$ cat src/rtl/fft_out_reorder.sv
// fft_out_reorder: ping-pong frame buffer behind the in-place FFT.
// Captures 64-bin frames two bins per cycle and replays them one bin
// per cycle on a valid/ready stream, in natural or fftshift order.
//
// Ports:
//   clk, rst            clock, async active-high reset
//   in_start            high with pair 0 of an incoming frame
//   inReal0/inImag0     bin 2p      inReal1/inImag1  bin 2p+1
//   out_valid/out_ready stream handshake
//   outReal/outImag     bin data    out_index        mapped bin number
//   out_first/out_last  frame markers
//   overflow            1-cycle pulse per dropped/aborted frame
//   drop_count          saturating count of overflow events
module fft_out_reorder #(
    parameter int N        = 64,
    parameter int W        = 16,
    parameter int FFTSHIFT = 0
) (
    input  logic                 clk,
    input  logic                 rst,
    input  logic                 in_start,
    input  logic [W-1:0]         inReal0,
    input  logic [W-1:0]         inImag0,
    input  logic [W-1:0]         inReal1,
    input  logic [W-1:0]         inImag1,
    output logic                 out_valid,
    input  logic                 out_ready,
    output logic [W-1:0]         outReal,
    output logic [W-1:0]         outImag,
    output logic [$clog2(N)-1:0] out_index,
    output logic                 out_first,
    output logic                 out_last,
    output logic                 overflow,
    output logic [7:0]           drop_count
);

    localparam int AW = $clog2(N);
    localparam int PW = AW - 1;
    localparam logic [AW-1:0] XMASK = (FFTSHIFT != 0) ? AW'(N / 2) : '0;
    localparam logic [PW-1:0] PLAST = PW'(N / 2 - 1);
    localparam logic [AW-1:0] RLAST = AW'(N - 1);

    typedef enum logic { W_IDLE, W_FILL } wstate_t;
    typedef enum logic { R_IDLE, R_SEND } rstate_t;

    // Both banks in one array, addressed {bank, bin}.
    logic [2*W-1:0] r_mem [0:2*N-1];

    wstate_t       r_wstate;
    rstate_t       r_rstate;
    logic          r_wbank;
    logic          r_rbank;
    logic [PW-1:0] r_pcnt;
    logic [AW-1:0] r_ridx;
    logic [1:0]    r_full;
    logic          r_ovf;
    logic [7:0]    r_drops;

    logic          w_accept;
    logic          w_done;
    logic [1:0]    w_clr;
    logic [1:0]    w_free;
    logic [1:0]    w_rf;
    logic          w_wsel;
    logic          w_rsel;
    logic          w_we;
    logic          w_wb;
    logic [PW-1:0] w_wp;
    logic [1:0]    w_mark;
    logic          w_drop;
    logic [AW-1:0] w_raddr;
    logic [2*W-1:0] w_word;

    assign w_accept = (r_rstate == R_SEND) && out_ready;
    assign w_done   = w_accept && (r_ridx == RLAST);
    assign w_clr    = w_done ? (r_rbank ? 2'b10 : 2'b01) : 2'b00;
    // A bank released by the final read accept is writable on the same edge.
    assign w_free   = ~r_full | w_clr;
    assign w_wsel   = w_free[0] ? 1'b0 : 1'b1;
    // The reader may pick up a bank on the very edge it is marked full.
    assign w_rf     = r_full | w_mark;
    assign w_rsel   = r_full[0] ? 1'b0 : (r_full[1] ? 1'b1 : w_mark[1]);

    always_comb begin
        w_we   = 1'b0;
        w_wb   = r_wbank;
        w_wp   = r_pcnt;
        w_mark = 2'b00;
        w_drop = 1'b0;
        if (r_wstate == W_IDLE) begin
            if (in_start) begin
                if (|w_free) begin
                    w_we = 1'b1;
                    w_wb = w_wsel;
                    w_wp = '0;
                end else begin
                    w_drop = 1'b1;
                end
            end
        end else begin
            w_we = 1'b1;
            if (in_start) begin
                w_wp   = '0;
                w_drop = 1'b1;
            end else if (r_pcnt == PLAST) begin
                w_mark[r_wbank] = 1'b1;
            end
        end
    end

    always_ff @(posedge clk) begin
        if (w_we) begin
            r_mem[{w_wb, w_wp, 1'b0}] <= {inReal0, inImag0};
            r_mem[{w_wb, w_wp, 1'b1}] <= {inReal1, inImag1};
        end
    end

    always_ff @(posedge clk or posedge rst) begin
        if (rst) begin
            r_wstate <= W_IDLE;
            r_wbank  <= 1'b0;
            r_pcnt   <= '0;
            r_full   <= 2'b00;
            r_ovf    <= 1'b0;
            r_drops  <= '0;
        end else begin
            r_full <= (r_full | w_mark) & ~w_clr;
            r_ovf  <= w_drop;
            if (w_drop && (r_drops != 8'hFF)) begin
                r_drops <= r_drops + 8'd1;
            end
            unique case (r_wstate)
                W_IDLE: begin
                    if (in_start && (|w_free)) begin
                        r_wbank  <= w_wsel;
                        r_pcnt   <= PW'(1);
                        r_wstate <= W_FILL;
                    end
                end
                W_FILL: begin
                    if (in_start) begin
                        r_pcnt <= PW'(1);
                    end else if (r_pcnt == PLAST) begin
                        r_wstate <= W_IDLE;
                    end else begin
                        r_pcnt <= r_pcnt + 1'b1;
                    end
                end
                default: r_wstate <= W_IDLE;
            endcase
        end
    end

    always_ff @(posedge clk or posedge rst) begin
        if (rst) begin
            r_rstate <= R_IDLE;
            r_rbank  <= 1'b0;
            r_ridx   <= '0;
        end else begin
            unique case (r_rstate)
                R_IDLE: begin
                    if (|w_rf) begin
                        r_rbank  <= w_rsel;
                        r_ridx   <= '0;
                        r_rstate <= R_SEND;
                    end
                end
                R_SEND: begin
                    if (w_accept) begin
                        r_ridx <= r_ridx + 1'b1;
                        if (w_done) begin
                            // Other bank ready: chain straight into it.
                            if (w_rf[~r_rbank]) begin
                                r_rbank <= ~r_rbank;
                            end else begin
                                r_rstate <= R_IDLE;
                            end
                        end
                    end
                end
                default: r_rstate <= R_IDLE;
            endcase
        end
    end

    assign w_raddr    = r_ridx ^ XMASK;
    assign w_word     = r_mem[{r_rbank, w_raddr}];
    assign out_valid  = (r_rstate == R_SEND);
    assign outReal    = out_valid ? w_word[2*W-1:W] : '0;
    assign outImag    = out_valid ? w_word[W-1:0] : '0;
    assign out_index  = out_valid ? w_raddr : '0;
    assign out_first  = out_valid && (r_ridx == '0);
    assign out_last   = out_valid && (r_ridx == RLAST);
    assign overflow   = r_ovf;
    assign drop_count = r_drops;

endmodule

$ cat config.mk
export PLATFORM = sky130hd
export DESIGN_NAME = fft_out_reorder
export DESIGN_NICKNAME = d
export VERILOG_FILES = /design/src/rtl/fft_out_reorder.sv
export SDC_FILE = /design/constraint.sdc
export NUM_CORES = 2
export LEC_CHECK = 0
export CAP_MARGIN = 30
export CORE_UTILIZATION = 40
export DETAILED_ROUTE_END_ITERATION = 8
export PLACE_DENSITY = 0.59
export SLEW_MARGIN = 0
export SYNTH_ARGS = -nofsm -noshare
export SYNTH_HDL_FRONTEND = slang
export SYNTH_SLANG_ARGS = --single-unit
$ cat constraint.sdc
create_clock -name clk -period 6.8 [get_ports clk]
set_clock_uncertainty 0.15 [all_clocks]
set_input_delay 1.02 -clock clk [delete_from_list [all_inputs] [get_ports clk]]
set_output_delay 1.02 -clock clk [all_outputs]
set_load 0.05 [all_outputs]
==> results.toml <==
[cts]
cts_buffer_depth = 4
tritoncts = "done"
cts_made_buffers = 415
htreeDepth = 5
clock_sinks = 4122
clk_transition_reported_paths_ns = 0.06
clkLatencyLatePin_ns = 0.98
ctsRootBufferMaster = "sky130_fd_sc_hd__clkbuf_16"

[placement]
dp_hpwl_um = 266200
placed_insts = 12431
dpl_cell_area_sq_um = 168200
finalWeightedCongestion = 0.8192
place.port_buffers = 117
place_ws_ns = 0.8649

[sta]
worst_slew_margin_pct = 28.90
final_setup_violations = 0
fin_setup_tns_ns = 0
final-max-slew-violation-count = 0
min_period_over_period_pct = 97.40
final.setup.worst_slack_ns = 0.1768
achievable_freq_ghz = 0.1510
tightest_pin_transition_ns = 1.066
report.final.hold_viol_count = 0
grt_setup_unrepaired = "no"
fin_crit_ns = 6.623

[cells_and_area]
layout.core_utilization_pct = 45.89
syn_to_final_growth_pct = 14.21
post_route_cells_drive_above_1_share_pct = 25.47
final_std_cell_area_no_fill_sq_um = 181600
layout.area.seq_sq_um = 123700
instances_no_fill = 13227
area_of_the_multi_input_gates_sq_um = 32990
fin_nets = 7683
num-fill-cells = 32457

[setup_path]
rr_worst_depth = 9
rrSetupSlack_ns = 1.57
worstSetupStartpointType = "register"
endpoint_kind = "output pin"
worst_ep_arrival_time_ns = 5.45
reg2reg_to = "r_mem[14][0]$_DFFE_PP_"
required_time_reported_for_the_critical_path_endpoint_ns = 5.63
critPathLaunch = "r_ridx[0]$_DFFE_PP0P_"
criticalPathCategory = "reg2out"
launch_point_of_the_worst_reg_to_reg_path = "r_ridx[0]$_DFFE_PP0P_"
timing.critical_path.fanout_max = 81

[global_routing]
grt_start_max_net_pins = 127
grt_pass1_wl_um = 657500
antenna_found_initial = 61
groute.usage.overall_pct = 23.62
grt_pass1_vias = 80447
overflow_left_after_global_routing = 0

[routing]
totalWireLength_um = 478200
highest_layer = "met5"
drt-vias-per-instance = 6.112
dr_wl_met3_um = 43090
detailroute.via_count = 80850
route.antenna.remaining_nets = 0
firstDrtPassIters = 5
first_iter_violations = 11207
drcViolationCount = 0
met1Wirelength_um = 189400
drt-wirelength-per-cell_um = 36.15
wl_met2_um = 226700

[power]
pwr_density_cell_nw_per_um2 = 396.8
static_power_due_to_leakage_nw = 56.94
ir_worst_vdd_uv = 358.8

[yosys]
synth.net_count = 7176
synthesis.instances = 7103
synth_warnings = 0
synthDistinctLibCells = 74
postSynth.topFlopCell = "sky130_fd_sc_hd__edfxtp_1"
synthesized_flop_and_latch_total = 4122
syn-cell-area_sq_um = 159000
synth-async-reset-ratio_pct = 0.6308
post_synth.cell_area_avg_sq_um = 22.38
ys_seq_area_share_pct = 77.77
area_fraction_of_the_dominant_cell_type_after_synthesis_pct = 77.36
post-synth-top-area-cell = "sky130_fd_sc_hd__edfxtp_1"
synth.top_cells.by_area = "sky130_fd_sc_hd__edfxtp_1 77%, sky130_fd_sc_hd__mux4_2 12%, sky130_fd_sc_hd__mux2i_1 3.2%, sky130_fd_sc_hd__o221ai_1 0.73%, sky130_fd_sc_hd__mux4_1 0.56%"
synth_enable_flop_cells = 4096

[run]
cap_viol_max_count = 0

[floorplanning]
placeable_core_area_sq_um = 395700
chipWidth_um = 632.5
die_height_um = 632.5
floorplan.rows = 231
pin_count = 118
starting_utilization_of_the_core_area_pct = 40.18
die_area_sq_um = 400000

[min_path]
worstHoldEndpoint = "r_mem[112][24]$_DFFE_PP_"
hold_class = "in2reg"
min_path_cells = 1
hp-start = "inReal0[8]"

[outcome]
run_status = "completed"
## logic make-up (layout without fill, tap and decap cells)
kind of cell,count (synthesis),in the layout,share of synthesized area [%]
other,0,26,0
and+or+nand+nor,403,403,1.127
xor gates and xnor gates,9,9,0.04958
DFF,4122,4122,77.77
muxes,1424,1424,15.99
AOI/OAI and AO/OA,717,717,3.192
buffers and inverters,423,1279,1.834
adders and majority gates,5,5,0.03935
## sequential cells by signal, summed over array words and instances (netlist names)
| name | flops |
|---|---|
| r_mem | 4096 |
| drop_count | 8 |
| r_ridx | 6 |
| r_pcnt | 5 |
| r_full | 2 |
| out_valid | 1 |
| overflow | 1 |
| r_rbank | 1 |
| r_wbank | 1 |
| r_wstate | 1 |
## through the flow
step	total power, W	hold slack, ns
CTS	0.07241	0.1968
global route	0.07403	0.2551
floorplan	0.04230	0.3753
global placement	0.05005	0.3244
detailed placement	0.05020	0.3384
finish	0.07205	0.2552
## metal layers
metal	vias to the layer above	track usage (%)
met4	28	8.592
met1	44174	32.92
li1	31401	-
met2	4395	37.67
met5	-	0
met3	852	3.826
## worst max-delay path by stage
stage	end	slack (ns)	cells past startpoint
finish	outImag[13]	0.18	10
global route	outImag[13]	0.04	10
CTS	outImag[13]	0.17	10
detailed placement	outReal[6]	0.86	9
global placement	outImag[13]	0.89	11
floorplan	r_mem[94][0]$_DFFE_PP_	1.0	7
## worst max-delay path, cell delays in order (launching register included)
cell	delay [ns]
sky130_fd_sc_hd__dfrtp_4	0.89
sky130_fd_sc_hd__buf_12	0.55
sky130_fd_sc_hd__buf_4	0.53
sky130_fd_sc_hd__mux4_2	0.55
sky130_fd_sc_hd__mux4_2	0.47
sky130_fd_sc_hd__a2111oi_1	0.56
sky130_fd_sc_hd__buf_4	0.21
sky130_fd_sc_hd__nor4_1	0.05
sky130_fd_sc_hd__buf_2	0.19
sky130_fd_sc_hd__buf_4	0.15
sky130_fd_sc_hd__buf_12	0.14
## cells in the mapped netlist (8+ instances only)
cell type and instances:
sky130_fd_sc_hd__edfxtp_1 4096, sky130_fd_sc_hd__buf_6 41, sky130_fd_sc_hd__nor2_1 147, sky130_fd_sc_hd__a311oi_1 9
sky130_fd_sc_hd__a211oi_1 23, sky130_fd_sc_hd__o221ai_1 132, sky130_fd_sc_hd__o22ai_1 45, sky130_fd_sc_hd__or3_1 15
sky130_fd_sc_hd__clkbuf_1 122, sky130_fd_sc_hd__o21ai_1 9, sky130_fd_sc_hd__a32oi_1 8, sky130_fd_sc_hd__buf_2 135
sky130_fd_sc_hd__buf_4 37, sky130_fd_sc_hd__mux4_1 34, sky130_fd_sc_hd__mux4_2 845, sky130_fd_sc_hd__buf_12 21
sky130_fd_sc_hd__a221oi_2 10, sky130_fd_sc_hd__mux2_2 32, sky130_fd_sc_hd__a221oi_1 84, sky130_fd_sc_hd__a2111oi_0 11
sky130_fd_sc_hd__dfrtp_1 26, sky130_fd_sc_hd__a21oi_1 167, sky130_fd_sc_hd__nor2b_1 14, sky130_fd_sc_hd__nand2_1 141
sky130_fd_sc_hd__a31oi_1 21, sky130_fd_sc_hd__and2_1 16, sky130_fd_sc_hd__nor3_1 14, sky130_fd_sc_hd__inv_1 8
sky130_fd_sc_hd__o211ai_1 19, sky130_fd_sc_hd__o21ai_0 101, sky130_fd_sc_hd__buf_8 33, sky130_fd_sc_hd__nand3_1 16
sky130_fd_sc_hd__buf_1 21, sky130_fd_sc_hd__a22oi_1 19, sky130_fd_sc_hd__mux2i_1 513
## placed cells by master, fill, tap and decap left out, types with 9 or more instances in the layout
cell type and count:
sky130_fd_sc_hd__o21ai_1 10, sky130_fd_sc_hd__a211oi_1 23, sky130_fd_sc_hd__clkbuf_16 421, sky130_fd_sc_hd__mux2_2 32
sky130_fd_sc_hd__o21ai_0 100, sky130_fd_sc_hd__bufinv_16 35, sky130_fd_sc_hd__dfrtp_1 19, sky130_fd_sc_hd__o22ai_1 45
sky130_fd_sc_hd__clkinvlp_4 13, sky130_fd_sc_hd__nor3_1 14, sky130_fd_sc_hd__mux4_2 845, sky130_fd_sc_hd__mux4_1 34
sky130_fd_sc_hd__clkinv_1 108, sky130_fd_sc_hd__nor2_1 80, sky130_fd_sc_hd__mux2i_1 513, sky130_fd_sc_hd__a21oi_1 167
sky130_fd_sc_hd__a22oi_1 19, sky130_fd_sc_hd__a221oi_1 84, sky130_fd_sc_hd__edfxtp_1 4096, sky130_fd_sc_hd__a2111oi_0 10
sky130_fd_sc_hd__o221ai_1 132, sky130_fd_sc_hd__or3_1 14, sky130_fd_sc_hd__nand3_1 16, sky130_fd_sc_hd__clkbuf_1 93
sky130_fd_sc_hd__buf_12 100, sky130_fd_sc_hd__nor2_4 66, sky130_fd_sc_hd__inv_6 11, sky130_fd_sc_hd__clkinv_2 70
sky130_fd_sc_hd__nor2b_1 10, sky130_fd_sc_hd__nand2_1 140, sky130_fd_sc_hd__clkdlybuf4s50_1 28, sky130_fd_sc_hd__and2_1 14
sky130_fd_sc_hd__a221oi_2 10, sky130_fd_sc_hd__buf_2 66, sky130_fd_sc_hd__o211ai_1 19, sky130_fd_sc_hd__diode_2 26
sky130_fd_sc_hd__a311oi_1 9, sky130_fd_sc_hd__a31oi_1 20, sky130_fd_sc_hd__buf_4 299
## power by group
group / switching (W) / leakage [nW] / internal, W
combinational: 0.0130 / 13.3 / 0.00812
clock: 0.00967 / 6.42 / 0.0127
sequential: 0.000291 / 37.2 / 0.0282
total: 0.0230 / 56.9 / 0.0490
## layout make-up
class | count | share of cell area (%)
diodes | 26 | 0.03583
clock buffers | 514 | 5.994
clock inverters | 252 | 1.269
inverters | 13 | 0.03790
multi-input cells | 2558 | 18.17
flip-flops and latches | 4122 | 68.11
well taps | 5242 | 3.612
repair buffers | 500 | 2.774
## what timing repair did
action / 4_1_cts / 5_1_grt
endpoints found under the setup margin: 2 / 0
gates resized for setup: 1 / 0
buffers inserted: 1 / 0
hold buffers: 0 / 0
Note: power is estimated with default switching activity, not from simulation.
